<file path="src/rtl/bus_serializer.sv">
// Parallel-to-serial framer: valid/ready word input, one-word hold, LSB-first serial output.
// Optional even-parity trailer bit when BUS_SERIALIZER_PARITY_EN is defined.
module bus_serializer #(
  parameter int WIDTH = 4
) (
  input  logic             clk,
  input  logic             rst,
  input  logic [WIDTH-1:0] vin,
  input  logic             vin_valid,
  output logic             vin_ready,
  output logic             vout,
  output logic             vout_valid,
  output logic             vout_last,
  output logic             busy,
  output logic [1:0]       dbg_state_o
);

  localparam int CW = $clog2(WIDTH + 1);
  localparam logic [CW-1:0] LAST = CW'(WIDTH - 1);

`ifdef BUS_SERIALIZER_PARITY_EN
  typedef enum logic [1:0] {IDLE, SHIFT, PARITY} state_t;
`else
  typedef enum logic [1:0] {IDLE, SHIFT} state_t;
`endif

  state_t           state_q, state_d;
  logic [WIDTH-1:0] shreg_q, shreg_d;
  logic [CW-1:0]    cnt_q, cnt_d;
  logic [WIDTH-1:0] hold_q, hold_d;
  logic             hold_valid_q, hold_valid_d;
  logic             ready_q, ready_d;
  logic             vout_q, vout_d;
  logic             vout_valid_q, vout_valid_d;
  logic             vout_last_q, vout_last_d;
`ifdef BUS_SERIALIZER_PARITY_EN
  logic             parity_q, parity_d;
`endif

  logic             accept;
  logic             pending;
  logic             load;
  logic [WIDTH-1:0] load_word;

  // Handshake: a word transfers on any posedge where vin_valid && vin_ready;
  // vin_ready is a register equal to !hold_valid, so vin is never sampled while the hold is full.
  always_comb begin
    state_d      = state_q;
    shreg_d      = shreg_q;
    cnt_d        = cnt_q;
    hold_d       = hold_q;
    hold_valid_d = hold_valid_q;
`ifdef BUS_SERIALIZER_PARITY_EN
    parity_d     = parity_q;
`endif
    accept    = vin_valid && ready_q;
    pending   = hold_valid_q || accept;
    load      = 1'b0;
    load_word = hold_valid_q ? hold_q : vin;

    case (state_q)
      IDLE: load = pending;
      SHIFT: begin
        if (cnt_q == LAST) begin
`ifdef BUS_SERIALIZER_PARITY_EN
          state_d = PARITY;
`else
          if (pending) load = 1'b1;
          else         state_d = IDLE;
`endif
        end else begin
          shreg_d = shreg_q >> 1;
          cnt_d   = cnt_q + CW'(1);
        end
      end
`ifdef BUS_SERIALIZER_PARITY_EN
      PARITY: begin
        if (pending) load = 1'b1;
        else         state_d = IDLE;
      end
`endif
      default: state_d = IDLE;
    endcase

    // A load either drains the hold or bypasses it, so the hold is empty afterwards.
    if (load) begin
      state_d      = SHIFT;
      shreg_d      = load_word;
      cnt_d        = '0;
      hold_valid_d = 1'b0;
`ifdef BUS_SERIALIZER_PARITY_EN
      parity_d     = ^load_word;
`endif
    end else if (accept) begin
      hold_d       = vin;
      hold_valid_d = 1'b1;
    end

    ready_d      = !hold_valid_d;
    vout_valid_d = (state_d != IDLE);
    vout_d       = (state_d == SHIFT) ? shreg_d[0] : 1'b0;
`ifdef BUS_SERIALIZER_PARITY_EN
    if (state_d == PARITY) vout_d = parity_d;
    vout_last_d  = (state_d == PARITY);
`else
    vout_last_d  = (state_d == SHIFT) && (cnt_d == LAST);
`endif
  end

  always_ff @(posedge clk) begin
    if (rst) begin
      state_q      <= IDLE;
      shreg_q      <= '0;
      cnt_q        <= '0;
      hold_q       <= '0;
      hold_valid_q <= 1'b0;
      ready_q      <= 1'b0;
      vout_q       <= 1'b0;
      vout_valid_q <= 1'b0;
      vout_last_q  <= 1'b0;
`ifdef BUS_SERIALIZER_PARITY_EN
      parity_q     <= 1'b0;
`endif
    end else begin
      state_q      <= state_d;
      shreg_q      <= shreg_d;
      cnt_q        <= cnt_d;
      hold_q       <= hold_d;
      hold_valid_q <= hold_valid_d;
      ready_q      <= ready_d;
      vout_q       <= vout_d;
      vout_valid_q <= vout_valid_d;
      vout_last_q  <= vout_last_d;
`ifdef BUS_SERIALIZER_PARITY_EN
      parity_q     <= parity_d;
`endif
    end
  end

  assign vin_ready   = ready_q;
  assign vout        = vout_q;
  assign vout_valid  = vout_valid_q;
  assign vout_last   = vout_last_q;
  assign busy        = (state_q != IDLE) || hold_valid_q;
  assign dbg_state_o = state_q;

endmodule

</file>
<file path="config.mk">
export PLATFORM = sky130hd
export DESIGN_NAME = bus_serializer
export DESIGN_NICKNAME = d
export VERILOG_FILES = /design/src/rtl/bus_serializer.sv
export SDC_FILE = /design/constraint.sdc
export NUM_CORES = 1
export LEC_CHECK = 0
export ABC_AREA = 1
export BUFFER_PORTS_ARGS = -buffer_cell sky130_fd_sc_hd__buf_4
export CAP_MARGIN = 20
export CORE_ASPECT_RATIO = 0.75
export CORE_UTILIZATION = 48
export CTS_BUF_LIST = sky130_fd_sc_hd__clkbuf_8
export DETAILED_ROUTE_END_ITERATION = 10
export PLACE_DENSITY = 0.77
export RECOVER_POWER = 50
export SETUP_SLACK_MARGIN = 0.05
export SLEW_MARGIN = 20
export SYNTH_ARGS = -nofsm -noshare
export SYNTH_HDL_FRONTEND = slang
export SYNTH_SLANG_ARGS = --single-unit
</file>
<file path="constraint.sdc">
create_clock -name clk -period 1.3 [get_ports clk]
set_input_delay 0 -clock clk [delete_from_list [all_inputs] [get_ports clk]]
set_output_delay 0 -clock clk [all_outputs]
set_load 0.01 [all_outputs]
</file>
==> results of run 1 <==
[synthesized netlist by cell type (all sizes together)]
| master | n |
|---|---|
| nand2 | 34 |
| buf | 2 |
| nor2 | 16 |
| clkinv | 1 |
| nand3 | 12 |
| dfxtp | 18 |
| o21ai | 4 |
| inv | 18 |
| conb | 1 |
| clkbuf | 1 |
| nand4 | 1 |
| nor3 | 1 |
| ha | 1 |
| a21oi | 10 |
[metal layers]
| layer | vias to the layer above | share of wire [%] |
|---|---|---|
| met2 | 20 | 49 |
| met1 | 372 | 44 |
| li1 | 414 | - |
| met4 | 0 | 1.7 |
| met5 | - | 0 |
| met3 | 5 | 5.2 |
[critical path, stage by stage (launching register included)]
cell and delay [ns]:
dfxtp_4 0.35, ha_4 0.16, nand2_2 0.13, nand2_4 0.10, inv_1 0.11, nor2_4 0.06
buf_4 0.13, nor3_1 0.12
[repair_timing]
item | CTS | global route
endpoints found under the hold margin | 8 | 0
setup endpoints to repair | 0 | 14
gates resized for setup | 0 | 14
setup buffers | 0 | 4
hold buffers | 1 | 0
[kinds of logic (layout without fill, tap and decap cells)]
kind of cell | after synthesis | in the layout
DFF | 18 | 18
other | 1 | 1
adders and majority gates | 1 | 1
AOI/OAI and AO/OA | 14 | 14
buffers and inverters | 22 | 42
and+or+nand+nor | 64 | 65
[final cells by class]
cell class	instances	area (sq um)
multi-input cells	81	482
fillers	149	604
clock buffers	4	55.1
inverters	19	80.1
repair buffers	19	126
flip-flops and latches	18	365
well taps	22	27.5
[path summary, 6_finish.rpt]
| path | to | depth (start not counted) | slack, ns | startpoint |
|---|---|---|---|---|
| worst max-delay path | cnt_q[2]$_SDFF_PP0_ | 7 | 0.07 | cnt_q[0]$_SDFF_PP0_ |
| worst min-delay path | hold_q[1]$_SDFFE_PP0P_ | 5 | 0.07 | vin[1] |
| worst max register to register | cnt_q[2]$_SDFF_PP0_ | 7 | 0.07 | cnt_q[0]$_SDFF_PP0_ |
| worst min register to register | shreg_q[3]$_SDFFE_PP0P_ | 2 | 0.47 | shreg_q[3]$_SDFFE_PP0P_ |
[where the power goes]
part | leakage [nW] | switching [mW] | total, mW | internal (mW)
Clock | 0.0288 | 0.202 | 0.472 | 0.270
Sequential | 0.148 | 0.0240 | 0.606 | 0.582
Combinational | 0.331 | 0.140 | 0.232 | 0.0923
[state kept, by name, indices dropped and copies added, names as in the netlist]
name          flops
hold_q            4
shreg_q           4
cnt_q             3
dbg_state_o       2
hold_valid_q      1
vin_ready         1
vout              1
vout_last         1
vout_valid        1
[through the flow]
stage	cell area, sq um	util (%)	worst slack [ns]	total power [mW]	cells
final	1140	65.3	0.0665	1.31	163
after global routing	1140	65.3	0.0190	1.36	163
after detailed placement	1000	57.4	0.0658	0.825	153
after floorplan	895	-	0.128	0.770	120
after global placement	1000	57.4	0.110	0.817	153
after CTS	1060	61.2	0.0556	1.29	158
==> impl_results.md, run 1 <==
* Status: completed
* Crit path DAT at 1.42 ns
* CTS buffer count at 3
* Initial core utilization at 51.4%
* Routed WL at 2070 um
* P_leak at 0.508 nW
* RSZ-0062 raised after global routing: false
* Syn. warnings at 0
* Met2 Usage GRT at 32.4%
* Fin. max-slew vios at 0
* First-pass GRT wire length at 2810 um
* Drt first-iter violations at 15
* CTS tree: done
* Vias in the first global route at 677
* Fin. Hold Viols at 0
* P&R area growth vs syn at 27.0%
* Post-Syn Nets at 128
* CTS H-tree lvls at 1
* Clk_skew at 0.00603 ns
* Mapped Area at 895 sq um
* Vias at 811
* Most frequent cells in the layout: nand2_1 (22), dfxtp_1 (16), inv_1 (14), buf_4 (13)
* Synth Register Bits at 18
* # diodes at 0
* Fin Setup TNS at 0 ns
* Synth Area in Compound Gates at 7.83%
* Critical-path maximum fanout at 4
* Fmax achieved at 811 MHz
* Syn_area_per_cell at 7.46 sq um
* Post-DR wirelength/cell at 12.7 um
* Fin crit share at 94.9%
* Unique masters post-synth at 23
* Crit Path Class: register to register
* Final setup vio count at 0
* Critical Path End Type: register
* Row count at 13
* Busiest grt layer: met2
* Mux contribution to synthesized area at 0%
* Die ar. at 2040 sq um
* Synth area leader: dfxtp_1
* Clk Latency, worst-skew pair at 0.26 ns
* Mapped Cells at 120
* Share of cells above drive strength 1 at 32.6%
* Register area share after synthesis at 40.3%
* Top cells by area, synth: dfxtp_1 (40%), nand2_1 (9.7%), nand2_2 (6.3%)
* Die Y at 39.4 um
* Post-detailed-placement half-perimeter wirelength at 1290 um
* Pwr dens at 1150 nW/um^2
* MaxCap Viol Count at 0
* Final GP Congestion at 0.853
* Simple-gate share of the synthesized area at 38.3%
* Clock slew seen by the registers of the worst setup and hold paths at 0.07 ns
* VDD IR-drop max at 759 uV
* CTS Root Cell: clkbuf_8
* Post-synthesis adder-cell area fraction at 1.40%
* Initial antenna violation count at 0
* Crit path launch type: register
* M1 GR Usage at 23.7%
* CTS max path bufs at 2
* Most common cell after layout, fill and taps aside: nand2_1
* Synth Area in XOR/XNOR at 0%
* Post-route ant nets at 0
* DRC violations left at 0
* Core area at 1740 sq um
* Worst hold slack at 0.0651 ns
* DRT Pass-1 Iters at 5
* Main combinational cell family by area after synthesis: simple AND/OR/NAND/NOR gates
* # clock sinks at 18
* Routed vias/inst at 4.98
* Final worst path period need at 1.23 ns
* GRT overflow at 0
* Final #Nets at 150
* PortBufs at 13
* Tot GR Track Use at 20.0%
* Pin count of the biggest net entering global routing at 16
* Met3 usage at 8.14%
* Num ports at 14
* Worst Hold Class: input pin to register
* Synth top area share at 40.3%
* Required time of the critical path at 1.49 ns
* Die W at 51.9 um
Power figures use the tool's default switching activity.
==> inputs of run 2 (changes only) <==
--- a/config.mk
+++ b/config.mk
@@ -8,11 +8,13 @@
 export ABC_AREA = 1
 export BUFFER_PORTS_ARGS = -buffer_cell sky130_fd_sc_hd__buf_4
 export CAP_MARGIN = 20
+export CELL_PAD_IN_SITES_DETAIL_PLACEMENT = 0
+export CELL_PAD_IN_SITES_GLOBAL_PLACEMENT = 1
 export CORE_ASPECT_RATIO = 0.75
-export CORE_UTILIZATION = 48
+export CORE_UTILIZATION = 41
 export CTS_BUF_LIST = sky130_fd_sc_hd__clkbuf_8
 export DETAILED_ROUTE_END_ITERATION = 10
-export PLACE_DENSITY = 0.77
+export PLACE_DENSITY = 0.87
 export RECOVER_POWER = 50
 export SETUP_SLACK_MARGIN = 0.05
 export SLEW_MARGIN = 20
==> run 2 against run 1 <==
Net effect: clock power fell by 2%; combinational power fell by 8%; non-clock buffer count fell by 4; via count fell by 2.7%; critical endpoint is now vout$_SDFF_PP0_; highest routed layer unchanged.
==> impl_results.md, run 2 (synthesized netlist as in run 1, its figures left out) <==
* Final worst path period need at 1.16 ns
* Die Y at 42.5 um
* Hold path startpoint: vin[1]
* Vias at 789
* Final setup vio count at 0
* Clock slew seen by the registers of the worst setup and hold paths at 0.07 ns
* Fin crit share at 89.3%
* Vias in the first global route at 679
* Routed WL at 1810 um
* Critical-path maximum fanout at 4
* Fin. max-slew vios at 0
* CTS buffer count at 3
* Post-CTS Setup Bufs at 0
* GRT overflow at 0
* Crit path DAT at 1.36 ns
* # diodes at 0
* Top Registers: hold_q (4), shreg_q (4), cnt_q (3)
* Initial antenna violation count at 0
* Row count at 14
* Final #Nets at 146
* Clk_skew at 0.00320 ns
* Post-route ant nets at 0
* Num ports at 14
* Worst Hold Class: input pin to register
* Hold Path Depth at 5
* Critical Path End Type: register
* Post-DR wirelength/cell at 11.3 um
* Required time of the critical path at 1.50 ns
* # clock sinks at 18
* Pwr dens at 1170 nW/um^2
* Reg2reg end: vout$_SDFF_PP0_
* Clk Latency, worst-skew pair at 0.26 ns
* Fin cells at 161
* Pin count of the biggest net entering global routing at 16
* DRT Pass-1 Iters at 4
* Die W at 55.9 um
* Status: completed
* Share of cells above drive strength 1 at 30.7%
* Core area at 2030 sq um
* CTS H-tree lvls at 1
* Post-detailed-placement half-perimeter wirelength at 1300 um
* CTS Root Cell: clkbuf_8
* P&R area growth vs syn at 22.8%
* Die ar. at 2370 sq um
* R2R cell count at 7
* Fin. Hold Viols at 0
* RSZ-0062 raised after global routing: false
* DRC violations left at 0
* Most common cell after layout, fill and taps aside: nand2_1
* CTS tree: done
* CTS max path bufs at 2
* Fmax achieved at 862 MHz
* Crit Path Class: register to register
* Routed vias/inst at 4.90
* Tot GR Track Use at 15.8%
* Hold endpoint: hold_q[1]$_SDFFE_PP0P_
* VDD IR-drop max at 665 uV
* P_leak at 0.485 nW
* Post-placement cell count at 155
* Crit path launch type: register
* Fin Setup TNS at 0 ns
* Origin of the critical flop-to-flop path: cnt_q[0]$_SDFF_PP0_
* MaxCap Viol Count at 0
* Final GP Congestion at 0.750
* Drt first-iter violations at 22
* R2r setup slk at 0.14 ns
* Most frequent cells in the layout: nand2_1 (22), dfxtp_1 (15), inv_1 (14), nand3_1 (11), nor2_1 (11)
* Initial core utilization at 44.0%
* First-pass GRT wire length at 2840 um
* PortBufs at 13
run 2: cell count changes in the layout (fill, tap and decap cells not counted):
cell	delta
inv_4	-1
dfxtp_2	+2
dfxtp_4	-1
clkbuf_1	+1
inv_2	+1
nand3_4	-1
nand2_4	+1
dfxtp_1	-1
buf_4	-5
nand3_2	+1
nand2_2	-1
run 2: per-layer routing:
metal / track usage, % / part of all wire, %
met1: 19.7 / 49
met2: 24.6 / 44
met3: 6.48 / 6.1
met4: 5.85 / 1.5
met5: 0 / 0
run 2: how the worst max path moves through the flow:
stage / start / end / slack [ns] / cells after the start
floorplan: cnt_q[0]$_SDFF_PP0_ / hold_q[0]$_SDFFE_PP0P_ / 0.13 / 7
global placement: cnt_q[0]$_SDFF_PP0_ / hold_q[2]$_SDFFE_PP0P_ / 0.10 / 6
detailed placement: cnt_q[0]$_SDFF_PP0_ / hold_q[2]$_SDFFE_PP0P_ / 0.07 / 6
global route: cnt_q[0]$_SDFF_PP0_ / shreg_q[0]$_SDFF_PP0_ / 0.06 / 7
CTS: cnt_q[0]$_SDFF_PP0_ / hold_q[2]$_SDFFE_PP0P_ / 0.06 / 6
finish: cnt_q[0]$_SDFF_PP0_ / vout$_SDFF_PP0_ / 0.14 / 7
run 2: cell type report:
cell class                      instances  area [sq um]
Multi-Input combinational cell         81           479
Clock buffer                            4          55.1
Sequential cell                        18           364
Fill cell                             203           933
Tap cell                               24          30.0
Inverter                               19          77.6
Timing Repair Buffer                   15          92.6
run 2: timing repair:
item / 4_1_cts / 5_1_grt
endpoints found under the hold margin: 8 / 0
setup endpoints to repair: 0 / 11
hold buffers: 1 / 0
gates resized for setup: 0 / 12
run 2: through the flow:
step	worst slack, ns	instance area (sq um)	total power [mW]	util, %	hold slack (ns)
floorplan	0.128	895	0.770	-	0.229
global placement	0.102	1000	0.820	49.3	0.249
detailed placement	0.0700	1000	0.824	49.3	0.245
CTS	0.0598	1070	1.28	52.5	0.0717
global route	0.0647	1100	1.34	54.1	0.0959
finish	0.139	1100	1.28	54.1	0.0663
run 2: critical path: stages (launching register included):
cell and delay (ns):
dfxtp_2 0.36, ha_4 0.15, nand2_4 0.07, nand2_4 0.09, inv_1 0.07, nor2_4 0.13
nand2_2 0.08, a21oi_2 0.14
run 2: where the power goes:
group,switching [mW],total [mW],leakage [nW],internal [mW]
Clock,0.193,0.462,0.0288,0.269
Combinational,0.131,0.213,0.307,0.0820
Sequential,0.0227,0.606,0.148,0.584
Total,0.347,1.28,0.485,0.935
==> inputs of run 3 (changes only) <==
==> constraint.sdc (replaced) <==
create_clock -name clk -period 1.3 [get_ports clk]
set_input_delay 0.13 -clock clk [delete_from_list [all_inputs] [get_ports clk]]
set_output_delay 0.13 -clock clk [all_outputs]
set_load 0.01 [all_outputs]
==> run 3 against run 2 <==
Net effect: clock power barely moved; worst setup slack got worse by 0.028 ns; count of clock-buffer cells in the layout unchanged; non-clock buffer count shrank 1; first-iteration DRC count unchanged; global-route usage is the same; critical path depth rose by 1; register-to-register slack got worse by 0.03 ns; cell count decreased by 0.62%; largest power group unchanged.
==> impl_results.md, run 3 (synthesized netlist as in run 1, its figures left out) <==
* Routed wl met3 at 109 um
* Fin. Hold Viols at 0
* Crit path launch type: register
* Crit path DAT at 1.39 ns
* Pwr dens at 1170 nW/um^2
* Crit Path Class: register to register
* Critical-path maximum fanout at 6
* First-pass GRT wire length at 2840 um
* Vias at 787
* Fin crit share at 91.4%
* P&R area growth vs syn at 22.0%
* DRT Pass-1 Iters at 4
* Die ar. at 2370 sq um
* Fin Setup TNS at 0 ns
* Fin. max-slew vios at 0
* Clk_skew at 0.00320 ns
* Clk Latency, worst-skew pair at 0.26 ns
* # clock sinks at 18
* PortBufs at 13
* Post-DR wirelength/cell at 11.3 um
* DRC violations left at 0
* Clock slew seen by the registers of the worst setup and hold paths at 0.07 ns
* Final Cell Area at 1090 sq um
* Placed Area at 1000 sq um
* Tot GR Track Use at 15.8%
* Most common cell after layout, fill and taps aside: nand2_1
* Initial antenna violation count at 0
* CTS buffer count at 3
* CTS tree: done
* Multi-input gate area at 479 sq um
* Post-CTS Setup Bufs at 0
* CTS Root Cell: clkbuf_8
* Critical Path End Type: register
* Core area at 2030 sq um
* Num ports at 14
* Fmax achieved at 841 MHz
* Register area at 363 sq um
* Top Layer Used: met4
* Die W at 55.9 um
* Fillers at 201
* Share of cells above drive strength 1 at 30.9%
* Vias in the first global route at 679
* Final #Nets at 145
* Routed WL at 1810 um
* Post-detailed-placement half-perimeter wirelength at 1300 um
* Final setup vio count at 0
* Util after Layout at 53.7%
* RSZ-0062 raised after global routing: false
* # diodes at 0
* MaxCap Viol Count at 0
* Routed vias/inst at 4.92
* Initial core utilization at 44.0%
* VDD IR-drop max at 663 uV
* Drt first-iter violations at 22
* Final worst path period need at 1.19 ns
* Die Y at 42.5 um
* Row count at 14
* Metal2 WL at 795 um
* WL met1 at 872 um
* Worst Hold Class: input pin to register
* CTS max path bufs at 2
* GRT overflow at 0
* Top Registers: hold_q (4), shreg_q (4), cnt_q (3)
* Most frequent cells in the layout: nand2_1 (22), dfxtp_1 (16), inv_1 (14), nand3_1 (11), nor2_1 (11)
* Status: completed
* Required time of the critical path at 1.50 ns
* Pin count of the biggest net entering global routing at 16
* Post-route ant nets at 0
* CTS H-tree lvls at 1
* P_leak at 0.484 nW
* Final GP Congestion at 0.750
## run 3: cell count changes in the layout (fill, tap and decap cells not counted), sizes merged
cell | before | now
dlygate4sd3 | 1 | 0
buf | 8 | 9
clkbuf | 10 | 9
## run 3: timing repair
item / 4_1_cts / 5_1_grt
hold buffers: 0 / 0
resized for setup: 0 / 12
endpoints found under the setup margin: 0 / 11
## run 3: per-layer routing
metal / GRT usage, % / vias to the layer above
li1: - / 404
met1: 19.7 / 356
met2: 24.6 / 22
met3: 6.48 / 5
met4: 5.85 / 0
met5: 0 / -
## run 3: power breakdown
part | internal [mW] | total, mW | switching (mW)
logic | 0.0824 | 0.213 | 0.131
registers | 0.583 | 0.606 | 0.0227
clock network | 0.269 | 0.462 | 0.193
total | 0.935 | 1.28 | 0.346
## run 3: worst paths after layout
check                                 start                       to  slack, ns  depth (start not counted)
setup / recovery  dbg_state_o[0]$_SDFF_PP0_     vout_last$_SDFF_PP0_       0.11                          8
hold / removal                          rst    shreg_q[0]$_SDFF_PP0_       0.11                          2
setup reg to reg  dbg_state_o[0]$_SDFF_PP0_     vout_last$_SDFF_PP0_       0.11                          8
hold reg to reg     shreg_q[3]$_SDFFE_PP0P_  shreg_q[3]$_SDFFE_PP0P_       0.46                          2
## run 3: layout make-up
type | count | share of cell area [%]
multi-input combinational | 81 | 43.9
inverter | 19 | 7.11
clock buffer | 4 | 5.05
timing repair buffer | 14 | 7.91
sequential | 18 | 33.3
tap | 24 | 2.75
## run 3: stage by stage
step | hold WS (ns) | total power [mW] | setup WS, ns | cells
6_report | 0.107 | 1.28 | 0.111 | 160
5_1_grt | 0.102 | 1.34 | 0.0161 | 160
4_1_cts | 0.0990 | 1.28 | 0.0598 | 159
3_5_place_dp | 0.375 | 0.824 | 0.0700 | 155
3_3_place_gp | 0.379 | 0.820 | 0.102 | 155
2_1_floorplan | 0.359 | 0.770 | 0.128 | 120
## run 3: critical path, cell delays in order (launching register included)
cell and delay, ns:
dfxtp_1 0.46, inv_2 0.08, nor2_4 0.13, nand2_4 0.09, nand2_2 0.09, nand2_2 0.08, clkinv_2 0.06, nand2_2 0.04
nor2_2 0.08
